`src/rtl/bus_arbiter.sv`:
```
// -----------------------------------------------------------------------------
// bus_arbiter
//
// Four-master / single-slave arbiter for the core's internal bus.
//   m0 = JTAG debug, m1 = UART debug, m2 = core data (ex), m3 = core fetch (pc)
//   Fixed priority m0 > m1 > m2 > m3, resolved only while the bus is idle.
//   Once granted, the bus stays with the owner until the slave acknowledges.
//   The owner then gets a one-cycle registered response.
//
// Optional feature macro: ARB_TIMEOUT_EN
//   When it is defined, a BUSY phase that lasts TIMEOUT_CYCLES cycles without
//   a slave ack ends in an error response with zero read data.
//   When it is undefined, BUSY waits for the slave forever and every err
//   output is tied low.
//
// Parameters
//   TIMEOUT_CYCLES   BUSY cycles before a forced error response (1..255).
//                    It only has an effect when ARB_TIMEOUT_EN is defined.
//
// Ports
//   clk, rst                 clock; synchronous active-high reset
//   mN_req_i                 request from master N, held high until mN_ack_o
//   mN_we_i/addr_i/data_i    request payload from master N
//   mN_ack_o                 one-cycle response strobe to master N
//   mN_err_o                 error flag, qualified by mN_ack_o
//   mN_data_o                shared read-data register, qualified by mN_ack_o
//   s_req_o/we_o/addr_o/data_o  request to slave; all zero outside BUSY
//   s_ack_i, s_data_i        slave completion strobe and read data
//   grant_o                  index of the current (or most recent) owner
//   bus_hold_flag_o          stall request to the pipeline controller
// -----------------------------------------------------------------------------

// Response decode for one master. The owner sees ack/err only in the DONE
// cycle. Every other master sees both low at all times.
module bus_arbiter_port #(
  parameter logic [1:0] IDX = 2'd0
) (
  input  logic       done,
  input  logic [1:0] grant,
  input  logic       err,
  output logic       ack,
  output logic       rsp_err
);
  assign ack     = done && (grant == IDX);
  assign rsp_err = ack && err;
endmodule

module bus_arbiter #(
  parameter int unsigned TIMEOUT_CYCLES = 255
) (
  input  logic        clk,
  input  logic        rst,

  input  logic        m0_req_i,
  input  logic        m0_we_i,
  input  logic [31:0] m0_addr_i,
  input  logic [31:0] m0_data_i,
  output logic        m0_ack_o,
  output logic        m0_err_o,
  output logic [31:0] m0_data_o,

  input  logic        m1_req_i,
  input  logic        m1_we_i,
  input  logic [31:0] m1_addr_i,
  input  logic [31:0] m1_data_i,
  output logic        m1_ack_o,
  output logic        m1_err_o,
  output logic [31:0] m1_data_o,

  input  logic        m2_req_i,
  input  logic        m2_we_i,
  input  logic [31:0] m2_addr_i,
  input  logic [31:0] m2_data_i,
  output logic        m2_ack_o,
  output logic        m2_err_o,
  output logic [31:0] m2_data_o,

  input  logic        m3_req_i,
  input  logic        m3_we_i,
  input  logic [31:0] m3_addr_i,
  input  logic [31:0] m3_data_i,
  output logic        m3_ack_o,
  output logic        m3_err_o,
  output logic [31:0] m3_data_o,

  output logic        s_req_o,
  output logic        s_we_o,
  output logic [31:0] s_addr_o,
  output logic [31:0] s_data_o,
  input  logic        s_ack_i,
  input  logic [31:0] s_data_i,

  output logic [1:0]  grant_o,
  output logic        bus_hold_flag_o
);

  localparam int NUM_M = 4;

  typedef struct packed {
    logic        we;
    logic [31:0] addr;
    logic [31:0] data;
  } bus_req_t;

  typedef enum logic [1:0] {
    IDLE = 2'd0,
    BUSY = 2'd1,
    DONE = 2'd2
  } state_t;

  // ---------------------------------------------------------------------------
  // Master request bundling
  // ---------------------------------------------------------------------------
  logic     [NUM_M-1:0] req;
  bus_req_t [NUM_M-1:0] mreq;

  assign req     = {m3_req_i, m2_req_i, m1_req_i, m0_req_i};
  assign mreq[0] = {m0_we_i, m0_addr_i, m0_data_i};
  assign mreq[1] = {m1_we_i, m1_addr_i, m1_data_i};
  assign mreq[2] = {m2_we_i, m2_addr_i, m2_data_i};
  assign mreq[3] = {m3_we_i, m3_addr_i, m3_data_i};

  // Lowest index wins. A zero vector is never passed in, because the caller
  // only arbitrates when at least one request is present.
  function automatic logic [1:0] prio(input logic [NUM_M-1:0] r);
    if (r[0])      return 2'd0;
    else if (r[1]) return 2'd1;
    else if (r[2]) return 2'd2;
    else           return 2'd3;
  endfunction

  // ---------------------------------------------------------------------------
  // State
  // ---------------------------------------------------------------------------
  state_t      state, state_nxt;
  logic [1:0]  grant, grant_nxt;
  logic [31:0] rdata, rdata_nxt;
  logic        err_w;

`ifdef ARB_TIMEOUT_EN
  // Timeout fires at the end of the TIMEOUT_CYCLES-th BUSY cycle without an
  // ack. The counter value at the start of that cycle is TIMEOUT_CYCLES-1.
  localparam logic [7:0] TMO_LAST = 8'(TIMEOUT_CYCLES - 1);

  logic       err, err_nxt;
  logic [7:0] cnt, cnt_nxt;

  assign err_w = err;
`else
  assign err_w = 1'b0;
`endif

  always_ff @(posedge clk) begin
    if (rst) begin
      state <= IDLE;
      grant <= '0;
      rdata <= '0;
    end else begin
      state <= state_nxt;
      grant <= grant_nxt;
      rdata <= rdata_nxt;
    end
  end

`ifdef ARB_TIMEOUT_EN
  always_ff @(posedge clk) begin
    if (rst) begin
      err <= 1'b0;
      cnt <= '0;
    end else begin
      err <= err_nxt;
      cnt <= cnt_nxt;
    end
  end
`endif

  // ---------------------------------------------------------------------------
  // Next-state logic
  // ---------------------------------------------------------------------------
  always_comb begin
    state_nxt = state;
    grant_nxt = grant;
    rdata_nxt = rdata;
`ifdef ARB_TIMEOUT_EN
    err_nxt   = err;
    cnt_nxt   = cnt;
`endif
    case (state)
      IDLE: begin
        // Arbitration happens only here, so an owned bus is never preempted.
        if (|req) begin
          grant_nxt = prio(req);
          state_nxt = BUSY;
`ifdef ARB_TIMEOUT_EN
          cnt_nxt   = '0;
`endif
        end
      end
      BUSY: begin
        if (s_ack_i) begin
          // Read data is captured on writes too. The master ignores it.
          // An ack in the timeout cycle takes precedence over the timeout.
          rdata_nxt = s_data_i;
          state_nxt = DONE;
`ifdef ARB_TIMEOUT_EN
          err_nxt   = 1'b0;
`endif
        end
`ifdef ARB_TIMEOUT_EN
        else if (cnt == TMO_LAST) begin
          rdata_nxt = '0;
          err_nxt   = 1'b1;
          state_nxt = DONE;
        end else begin
          cnt_nxt   = cnt + 8'd1;
        end
`endif
      end
      DONE:    state_nxt = IDLE;
      default: state_nxt = IDLE;
    endcase
  end

  // ---------------------------------------------------------------------------
  // Slave side: the owner's request is passed through combinationally during
  // BUSY. It is forced to zero in every other state.
  // ---------------------------------------------------------------------------
  logic     busy;
  bus_req_t sel;

  assign busy     = (state == BUSY);
  assign sel      = mreq[grant];
  assign s_req_o  = busy;
  assign s_we_o   = busy & sel.we;
  assign s_addr_o = busy ? sel.addr : '0;
  assign s_data_o = busy ? sel.data : '0;

  // ---------------------------------------------------------------------------
  // Master responses
  // ---------------------------------------------------------------------------
  logic             done;
  logic [NUM_M-1:0] ack;
  logic [NUM_M-1:0] rsp_err;

  assign done = (state == DONE);

  for (genvar i = 0; i < NUM_M; i++) begin : g_port
    bus_arbiter_port #(.IDX(2'(i))) u_port (
      .done    (done),
      .grant   (grant),
      .err     (err_w),
      .ack     (ack[i]),
      .rsp_err (rsp_err[i])
    );
  end

  assign m0_ack_o  = ack[0];
  assign m1_ack_o  = ack[1];
  assign m2_ack_o  = ack[2];
  assign m3_ack_o  = ack[3];
  assign m0_err_o  = rsp_err[0];
  assign m1_err_o  = rsp_err[1];
  assign m2_err_o  = rsp_err[2];
  assign m3_err_o  = rsp_err[3];
  assign m0_data_o = rdata;
  assign m1_data_o = rdata;
  assign m2_data_o = rdata;
  assign m3_data_o = rdata;

  assign grant_o = grant;

  // ---------------------------------------------------------------------------
  // Pipeline hold.
  // The first term covers a debug master (grant 0 or 1) holding the bus.
  // The second covers a core master waiting on the bus. The hold drops in the
  // cycle that core master receives its ack, so the pipeline can consume the
  // response without losing a cycle.
  // ---------------------------------------------------------------------------
  logic debug_own;

  assign debug_own       = (state != IDLE) && !grant[1];
  assign bus_hold_flag_o = debug_own
                         | (m2_req_i & ~ack[2])
                         | (m3_req_i & ~ack[3]);

endmodule
```
`config.mk`:
```
export PLATFORM = sky130hd
export DESIGN_NAME = bus_arbiter
export DESIGN_NICKNAME = d
export VERILOG_FILES = /design/src/rtl/bus_arbiter.sv
export SDC_FILE = /design/constraint.sdc
export NUM_CORES = 1
export LEC_CHECK = 0
export BUFFER_PORTS_ARGS = -buffer_cell sky130_fd_sc_hd__buf_2
export CORE_AREA = 2 2 196 198
export DETAILED_ROUTE_END_ITERATION = 7
export DIE_AREA = 0 0 198 200
export PLACE_DENSITY = 0.48
export RECOVER_POWER = 25
export SLEW_MARGIN = 20
export SYNTH_ARGS = -nofsm -noshare
export SYNTH_HDL_FRONTEND = slang
export SYNTH_SLANG_ARGS = --single-unit
```
`constraint.sdc`:
```
create_clock -name clk -period 1.5 [get_ports clk]
set_input_delay 0.3 -clock clk [delete_from_list [all_inputs] [get_ports clk]]
set_output_delay 0.3 -clock clk [all_outputs]
set_load 0.02 [all_outputs]
```
; ---- After elaboration in Yosys (flattened, before gate mapping)
; Cells that the tools add are included.
[word_totals]
inputBits = 299
out_inout_bits = 205
ff_bits = 36
[op_classes]
muxes = 10
n_bitwise = 7
magnitude_cmp = 1
n_reduce_logical = 13
eq_ne = 7
[op_table]
columns = cell, n
row1 = $bmux 65 s2, 1
row2 = $mux 65, 1
row3 = $mux 32, 2
row4 = $mux 2, 4
row5 = $eq 2x2->1 const B, 3
row6 = $reduce_and 2->1, 3
row7 = $logic_and 1x1->1, 5
row8 = $eq 2x1->1 const B, 2
row9 = $logic_not 2->1, 2
row10 = $ne 2x2->1 const B, 2
row11 = $pmux 2 s2, 1
row12 = $reduce_or 4->1, 1
row13 = $and 1x1->1, 3
row14 = $lt 2x3->1 const B, 1
row15 = $not 1->1, 2
row16 = $or 1x1->1, 2
row17 = $reduce_bool 2->1, 1
row18 = $logic_not 1->1, 1
row19 = $mux 1, 1

; ---- Logic depth before layout (Yosys ltp)
; Gate-level depths: netlist of the first run.
[logic_depth]
ltp_word = 6
ltp_mapped = 6

; ---- Cells and area by module
; Synthesis of the first run repeated with hierarchy kept, for this count alone.
[unflattened]
cells_unflattened = 421
area_unflattened_um2 = 4097.7
[modules_own_cells]
columns = mod, instances, seq_area_each_um2, area_each_um2, cells_per_inst
row1 = bus_arbiter, 1, 720.7, 4021.4, 413
row2 = bus_arbiter_port (g_port[0].u_port ...), 3, 0.0, 20.0, 2
row3 = bus_arbiter_port (g_port[3].u_port), 1, 0.0, 16.3, 2

; ---- Worst setup path after synthesis of the first run
; No wires, ideal clock.
[synth_timing]
kind = register -> output
start = register grant[1] (netlist: grant_o[1])
end = output m2_ack_o
n_path_buf = 2
t_arrival_ps = 1698
slack_ps = -498
required_ps = 1200
path_stages_with_launch = 5
path_cell_list = dfxtp_1 > clkbuf_1 > buf_2 > inv_1 > nor4b_1
[synth_between]
elab_chain_len = 2
[synth_rtl]
columns = element, line_no
row1 = "start, declared", 136  ; logic [1:0] grant, grant_nxt;
row2 = "start signal, assigned", 160  ; grant <= grant_nxt;
row3 = $eq 2x2->1, 44  ; assign ack = done && (grant == IDX);
row4 = $logic_and 1x1->1, 44
row5 = "end, declared", 74  ; output logic m2_ack_o,
; Every way passes these cells.

; ---- Worst setup path in the final report of the first run
[layout_timing]
start = register grant[0] (netlist: grant_o[0])
end = output s_data_o[25]
[layout_between]
elab_chain_len = 3
[layout_rtl]
columns = element, line_no
row1 = $bmux 65 s2, 232  ; assign sel = mreq[grant];
row2 = $mux 65 (not written as such), 232
row3 = $mux 32, 236  ; assign s_data_o = busy ? sel.data : '0;
row4 = "end, declared", 89  ; output logic [31:0] s_data_o,
; Every way passes these cells. The select of a mux whose other input is x is not followed.

==> flow_summary.ini, run 1 <==
[worst_setup_path]
cp.required_ns = 1.20
startpoint_type = register
critPathKind = register to output pin
critPathArrivalTime_ns = 1.88
endpoint_kind = output pin
critPathMaxFanout = 5
reg2reg_slack_ns = 0.06
cpPeakStageDelay_ns = 0.54
cpMaxStageDelayCell = mux4_2
cp_cell_sequence = clkbuf_16 > buf_16 > mux4_2 > and2_4 > buf_6

[logic_synthesis]
synth_flop_cell = dfxtp_1
yosys-top-cells-count = 100 x buf_4, 65 x and2_1, 65 x mux4_2
synth_area_leaders = mux4_2 35%, buf_4 18%, dfxtp_1 17%, and2_1 9.7%, nand2_1 5.7%
synth.most_common_cell = buf_4
synth_top_area_share_pct = 34.94
synth-edff-count = 0
synth_top_area_cell = mux4_2
ys_types = 29
syn_inst = 424
yosysSeqAreaShare_pct = 17.20
synthArstFlopShare_pct = 0
yosys_warnings = 0
netlist_area_um2 = 4190
yosys_register_bits = 36
syn_area_per_cell_um2 = 9.883

[die]
design.die.area_um2 = 39600
rows = 71
core-area_um2 = 37400
ioPinCount = 504
die_width_um = 198
start_util_pct = 11.20
die_h_um = 200

[clocking]
clkTransAtPathRegs_ns = 0.07
holdBufCountCts = 0
h-tree-depth = 2
cts_buffer_depth = 2
cts_sinks = 36
insertion_delay_ns = 0.29
cts-root-buf = clkbuf_16
cts-buffers-inserted = 5
cts_tree = done

[route]
drcViolationCount = 0
drt_first_pass_iters = 4
dr.first_iter.drc_count = 174
vias = 5020
vias_per_cell = 3.694
routedWlPerCell_um = 19.55
antenna_left = 0
routed_wl_um = 26560

[pwr]
comb_power_share_pct = 57.4
p_clk_share_pct = 21.8
p_leak_nw = 3.625
switching_share_pct = 37.63
ir_worst_vdd_mv = 0.3121
internal_power_mw = 3.215
seq_power_share_pct = 20.8
switchingPower_mw = 1.940
p_per_area_nw_per_um2 = 669.7

[sta]
hold_violations = 0
drv_slew = 0
setup_tns_ns = -41.17
rsz0062_at_grt = true
fin_crit_ns = 2.181
setup_viol = 70
max_freq_ghz = 0.4585
fin_ws_ns = -0.6811
fin_skew_ns = 0.008461
period_share_pct = 145.4

[worst_hold_path]
hold_path_class = input port to register

[grt]
grtUsageTotal_pct = 11.79
antenna_found_initial = 17
first_global_vias = 4893
grt_max_degree = 34
grt_overflow = 0
grt_pass1_wl_um = 32760

[finish]
fillCellCount = 4181
syn_to_final_growth_pct = 83.67
fin_nets = 1137
drive_gt1_share_pct = 77.35
seq_area_um2 = 729.5
fin_cells = 1359
multiInputGateArea_um2 = 2676

[outcome]
violations = setup timing
status = finished, violations left

[placement]
gp_congestion = 0.8704
pre_cts_slack_ns = -0.4240
port-buffer-count = 499
placed_cells = 1331
dp_hpwl_um = 22080

[flow_run]
cap_violations = 0
[power by group through the flow]
| stage | Clock (mW) | Combinational, mW | Sequential, mW |
|---|---|---|---|
| 2_1_floorplan | 0 | 1.63 | 1.13 |
| 3_3_place_gp | 0 | 2.53 | 1.11 |
| 3_5_place_dp | 0 | 2.53 | 1.11 |
| 4_1_cts | 1.19 | 2.75 | 1.08 |
| 5_1_grt | 1.22 | 3.11 | 1.08 |
| 6_report | 1.12 | 2.96 | 1.07 |
[path summary, 6_finish.rpt]
| kind | cells after the start | endpoint | from |
|---|---|---|---|
| hold reg to reg | 2 | m0_data_o[25]$_SDFFE_PP0P_ | m0_data_o[25]$_SDFFE_PP0P_ |
| setup reg to reg | 3 | grant_o[0]$_SDFFE_PP0P_ | state[0]$_SDFFE_PP0P_ |
| setup / recovery | 5 | s_data_o[25] | grant_o[0]$_SDFFE_PP0P_ |
| hold / removal | 3 | m0_data_o[14]$_SDFFE_PP0P_ | s_data_i[14] |
[final cells by class]
class / count / share of cell area [%]
diodes: 9 / 0.2926
clock buffers: 7 / 1.853
clock inverters: 1 / 0.08129
inverters: 2 / 0.1301
multi-input cells: 253 / 34.77
flip-flops and latches: 36 / 9.478
well taps: 511 / 8.308
repair buffers: 540 / 45.08
[registers in the layout (all words and copies together), names as in the netlist]
name and count:
grant_o 2, m0_data_o 32, state 2
[placed cells by master (no fill, tap or decap), types with 9 or more instances in the layout]
cell type and count:
a21oi_1 32, and2_4 65, buf_6 71, mux4_2 65, diode_2 9, dfxtp_1 33
clkbuf_16 9, nand2_1 64, buf_2 388, buf_12 10, buf_4 18, clkbuf_1 39
[through the flow]
| stage | hold slack [ns] | area (um^2) | total power, mW | utilization [%] |
|---|---|---|---|---|
| 3_5_place_dp | 0.4868 | 6832 | 3.643 | 18.27 |
| 5_1_grt | 0.2358 | 7696 | 5.414 | 20.58 |
| 2_1_floorplan | 0.4360 | 4415 | 2.760 | - |
| 3_3_place_gp | 0.4791 | 6832 | 3.641 | 18.27 |
| 6_report | 0.2414 | 7696 | 5.154 | 20.58 |
| 4_1_cts | 0.2274 | 7302 | 5.018 | 19.52 |
[cell families after synthesis]
kind of cell           count (synthesis)  share of synthesized area (%)
AO/OA/AOI/OAI                         38                          5.017
flip-flops                            36                          17.20
AND/OR/NAND/NOR                      144                          17.80
other                                  1                        0.08949
buffers and inverters                138                          24.49
multiplexers                          67                          35.41
[worst max-delay path: cells and delay by family, from the launching register on]
family | cells | cell delay (ns)
muxes | 1 | 0.54
buffers and inverters | 3 | 0.48
DFF | 1 | 0.40
and+or+nand+nor | 1 | 0.16
[layer usage]
| layer | GRT usage [%] | up-vias | share of wire [%] |
|---|---|---|---|
| li1 | - | 2230 | - |
| met3 | 2.487 | 41 | 8.8 |
| met2 | 20.93 | 359 | 51 |
| met5 | 0 | - | 0.15 |
| met1 | 13.00 | 2384 | 36 |
| met4 | 7.073 | 6 | 4.3 |
[repair_timing]
item                                    in CTS  in global routing
cloned                                       2                  4
endpoints found under the setup margin      73                 73
setup buffers                                6                  1
gates resized for setup                     62                128
pin swaps                                    3                 43
Note: power is estimated with default switching activity, not from simulation.
==> run 2, diff against run 1 <==
- MAX_ROUTING_LAYER: not set -> met4
==> run 2 against run 1 <==
Against the previous run: the flow still finishes with violations (setup timing); critical path type unchanged; via count decreased by 0.16%; core utilization fell by 0.46 points; first-iteration DRC count is 6.3% lower; die area is the same; critical endpoint is now s_addr_o[6]; maximum frequency increased by 1.7%; combinational power decreased by 4%; design area decreased by 2.2%; clock power hardly changed; largest power group unchanged.
==> flow_summary.ini, run 2 (synthesis results as in run 1) <==
[outcome]
status = finished, violations left
violations = setup timing

[worst_setup_path]
reg2reg_to = m0_data_o[27]$_SDFFE_PP0P_
r2r-start = state[0]$_SDFFE_PP0P_
endpoint_kind = output pin
critPathKind = register to output pin
reg2reg_slack_ns = 0.07
startpoint_type = register
reg2reg_depth = 5
critPathArrivalTime_ns = 1.84
cp.required_ns = 1.20
critPathMaxFanout = 9

[route]
routed_wl_um = 26220
antenna_left = 0
routedWlPerCell_um = 19.25
vias_per_cell = 3.680
drcViolationCount = 0
vias = 5012
dr.first_iter.drc_count = 163
drt_first_pass_iters = 4

[die]
die_h_um = 200
start_util_pct = 11.20
design.die.area_um2 = 39600
die_width_um = 198
ioPinCount = 504
rows = 71
core-area_um2 = 37400

[sta]
drv_slew = 0
holdWs_ns = 0.2421
fin_ws_ns = -0.6445
period_share_pct = 143.0
max_freq_ghz = 0.4663
fin_skew_ns = 0.008570
setup_tns_ns = -40.94
hold_violations = 0
rsz0062_at_grt = true
setup_viol = 70
fin_crit_ns = 2.145

[placement]
placed_cells = 1331
dp_hpwl_um = 22080
dpl_cell_area_um2 = 6832
port-buffer-count = 499
gp_congestion = 0.8846
pre_cts_slack_ns = -0.4240

[finish]
fin_cells = 1362
final_cell_mix = 407 x buf_2, 65 x mux4_2, 65 x and2_4, 64 x nand2_1, 50 x buf_6
multiInputGateArea_um2 = 2676
layout_commonest_cell = buf_2
seq_area_um2 = 729.5
syn_to_final_growth_pct = 79.58
fin_nets = 1135
fin_util_pct = 20.12
fillCellCount = 4198
drive_gt1_share_pct = 77.30
largest_reg_flops = 32
final_area_um2 = 7525

[worst_hold_path]
min-delay-start = s_data_i[14]
holdPathEnd = m0_data_o[14]$_SDFFE_PP0P_
hold_path_class = input port to register
min_delay_path_depth = 3

[clocking]
clkTransAtPathRegs_ns = 0.07
h-tree-depth = 2
cts-root-buf = clkbuf_16
cts_sinks = 36
cts-buffers-inserted = 5
holdBufCountCts = 0
cts_tree = done
cts_buffer_depth = 2
insertion_delay_ns = 0.29

[grt]
grt_max_degree = 34
antenna_found_initial = 18
grtUsageTotal_pct = 12.13
first_global_vias = 4895
grt_pass1_wl_um = 32730
grt_overflow = 0

[flow_run]
cap_violations = 0

[pwr]
finalPower_mw = 5.046
p_clk_share_pct = 22.2
switching_share_pct = 37.91
switchingPower_mw = 1.913
p_per_area_nw_per_um2 = 670.6
internal_power_mw = 3.133
p_leak_nw = 3.580
comb_power_share_pct = 56.5
ir_worst_vdd_mv = 0.3124
seq_power_share_pct = 21.2
[run 2: worst max-delay path, stage by stage, from the launching register on]
cell     delay [ns]
dfxtp_4        0.36
buf_12         0.18
buf_12         0.14
mux4_2         0.56
and2_4         0.17
buf_6          0.12
[run 2: worst max path at each step]
| stage | from | endpoint | cells past startpoint |
|---|---|---|---|
| global placement | grant_o[0]$_SDFFE_PP0P_ | s_addr_o[6] | 4 |
| finish | grant_o[0]$_SDFFE_PP0P_ | s_addr_o[6] | 5 |
| CTS | grant_o[0]$_SDFFE_PP0P_ | s_data_o[25] | 5 |
| global route | grant_o[0]$_SDFFE_PP0P_ | s_data_o[18] | 5 |
| floorplan | grant_o[0]$_SDFFE_PP0P_ | s_data_o[27] | 4 |
| detailed placement | grant_o[0]$_SDFFE_PP0P_ | s_addr_o[6] | 4 |
[run 2: layout make-up]
class / count / area share, %
repair buffers: 538 / 43.66
multi-input cells: 253 / 35.57
flip-flops and latches: 36 / 9.694
clock inverters: 1 / 0.08314
well taps: 511 / 8.497
clock buffers: 7 / 1.896
inverters: 2 / 0.1330
diodes: 14 / 0.4656
[run 2: repair_timing]
| action | CTS | global route |
|---|---|---|
| setup endpoints to repair | 73 | 73 |
| resized for setup | 62 | 77 |
| pin swaps | 3 | 15 |
| gates cloned | 2 | 2 |
| setup buffers | 6 | 1 |
[run 2: per-layer routing]
| layer | vias to the layer above | share of wire (%) | track usage, % |
|---|---|---|---|
| li1 | 2233 | - | - |
| met1 | 2390 | 37 | 13.02 |
| met2 | 348 | 51 | 20.94 |
| met3 | 41 | 7.7 | 2.369 |
| met4 | 0 | 4.0 | 7.073 |
| met5 | - | 0 | - |
[run 2: power by group through the flow]
stage	sequential [mW]	combinational, mW	clock (mW)
floorplan	1.13	1.63	0
global placement	1.11	2.53	0
detailed placement	1.11	2.53	0
CTS	1.08	2.75	1.19
global route	1.08	3.00	1.22
finish	1.07	2.85	1.12
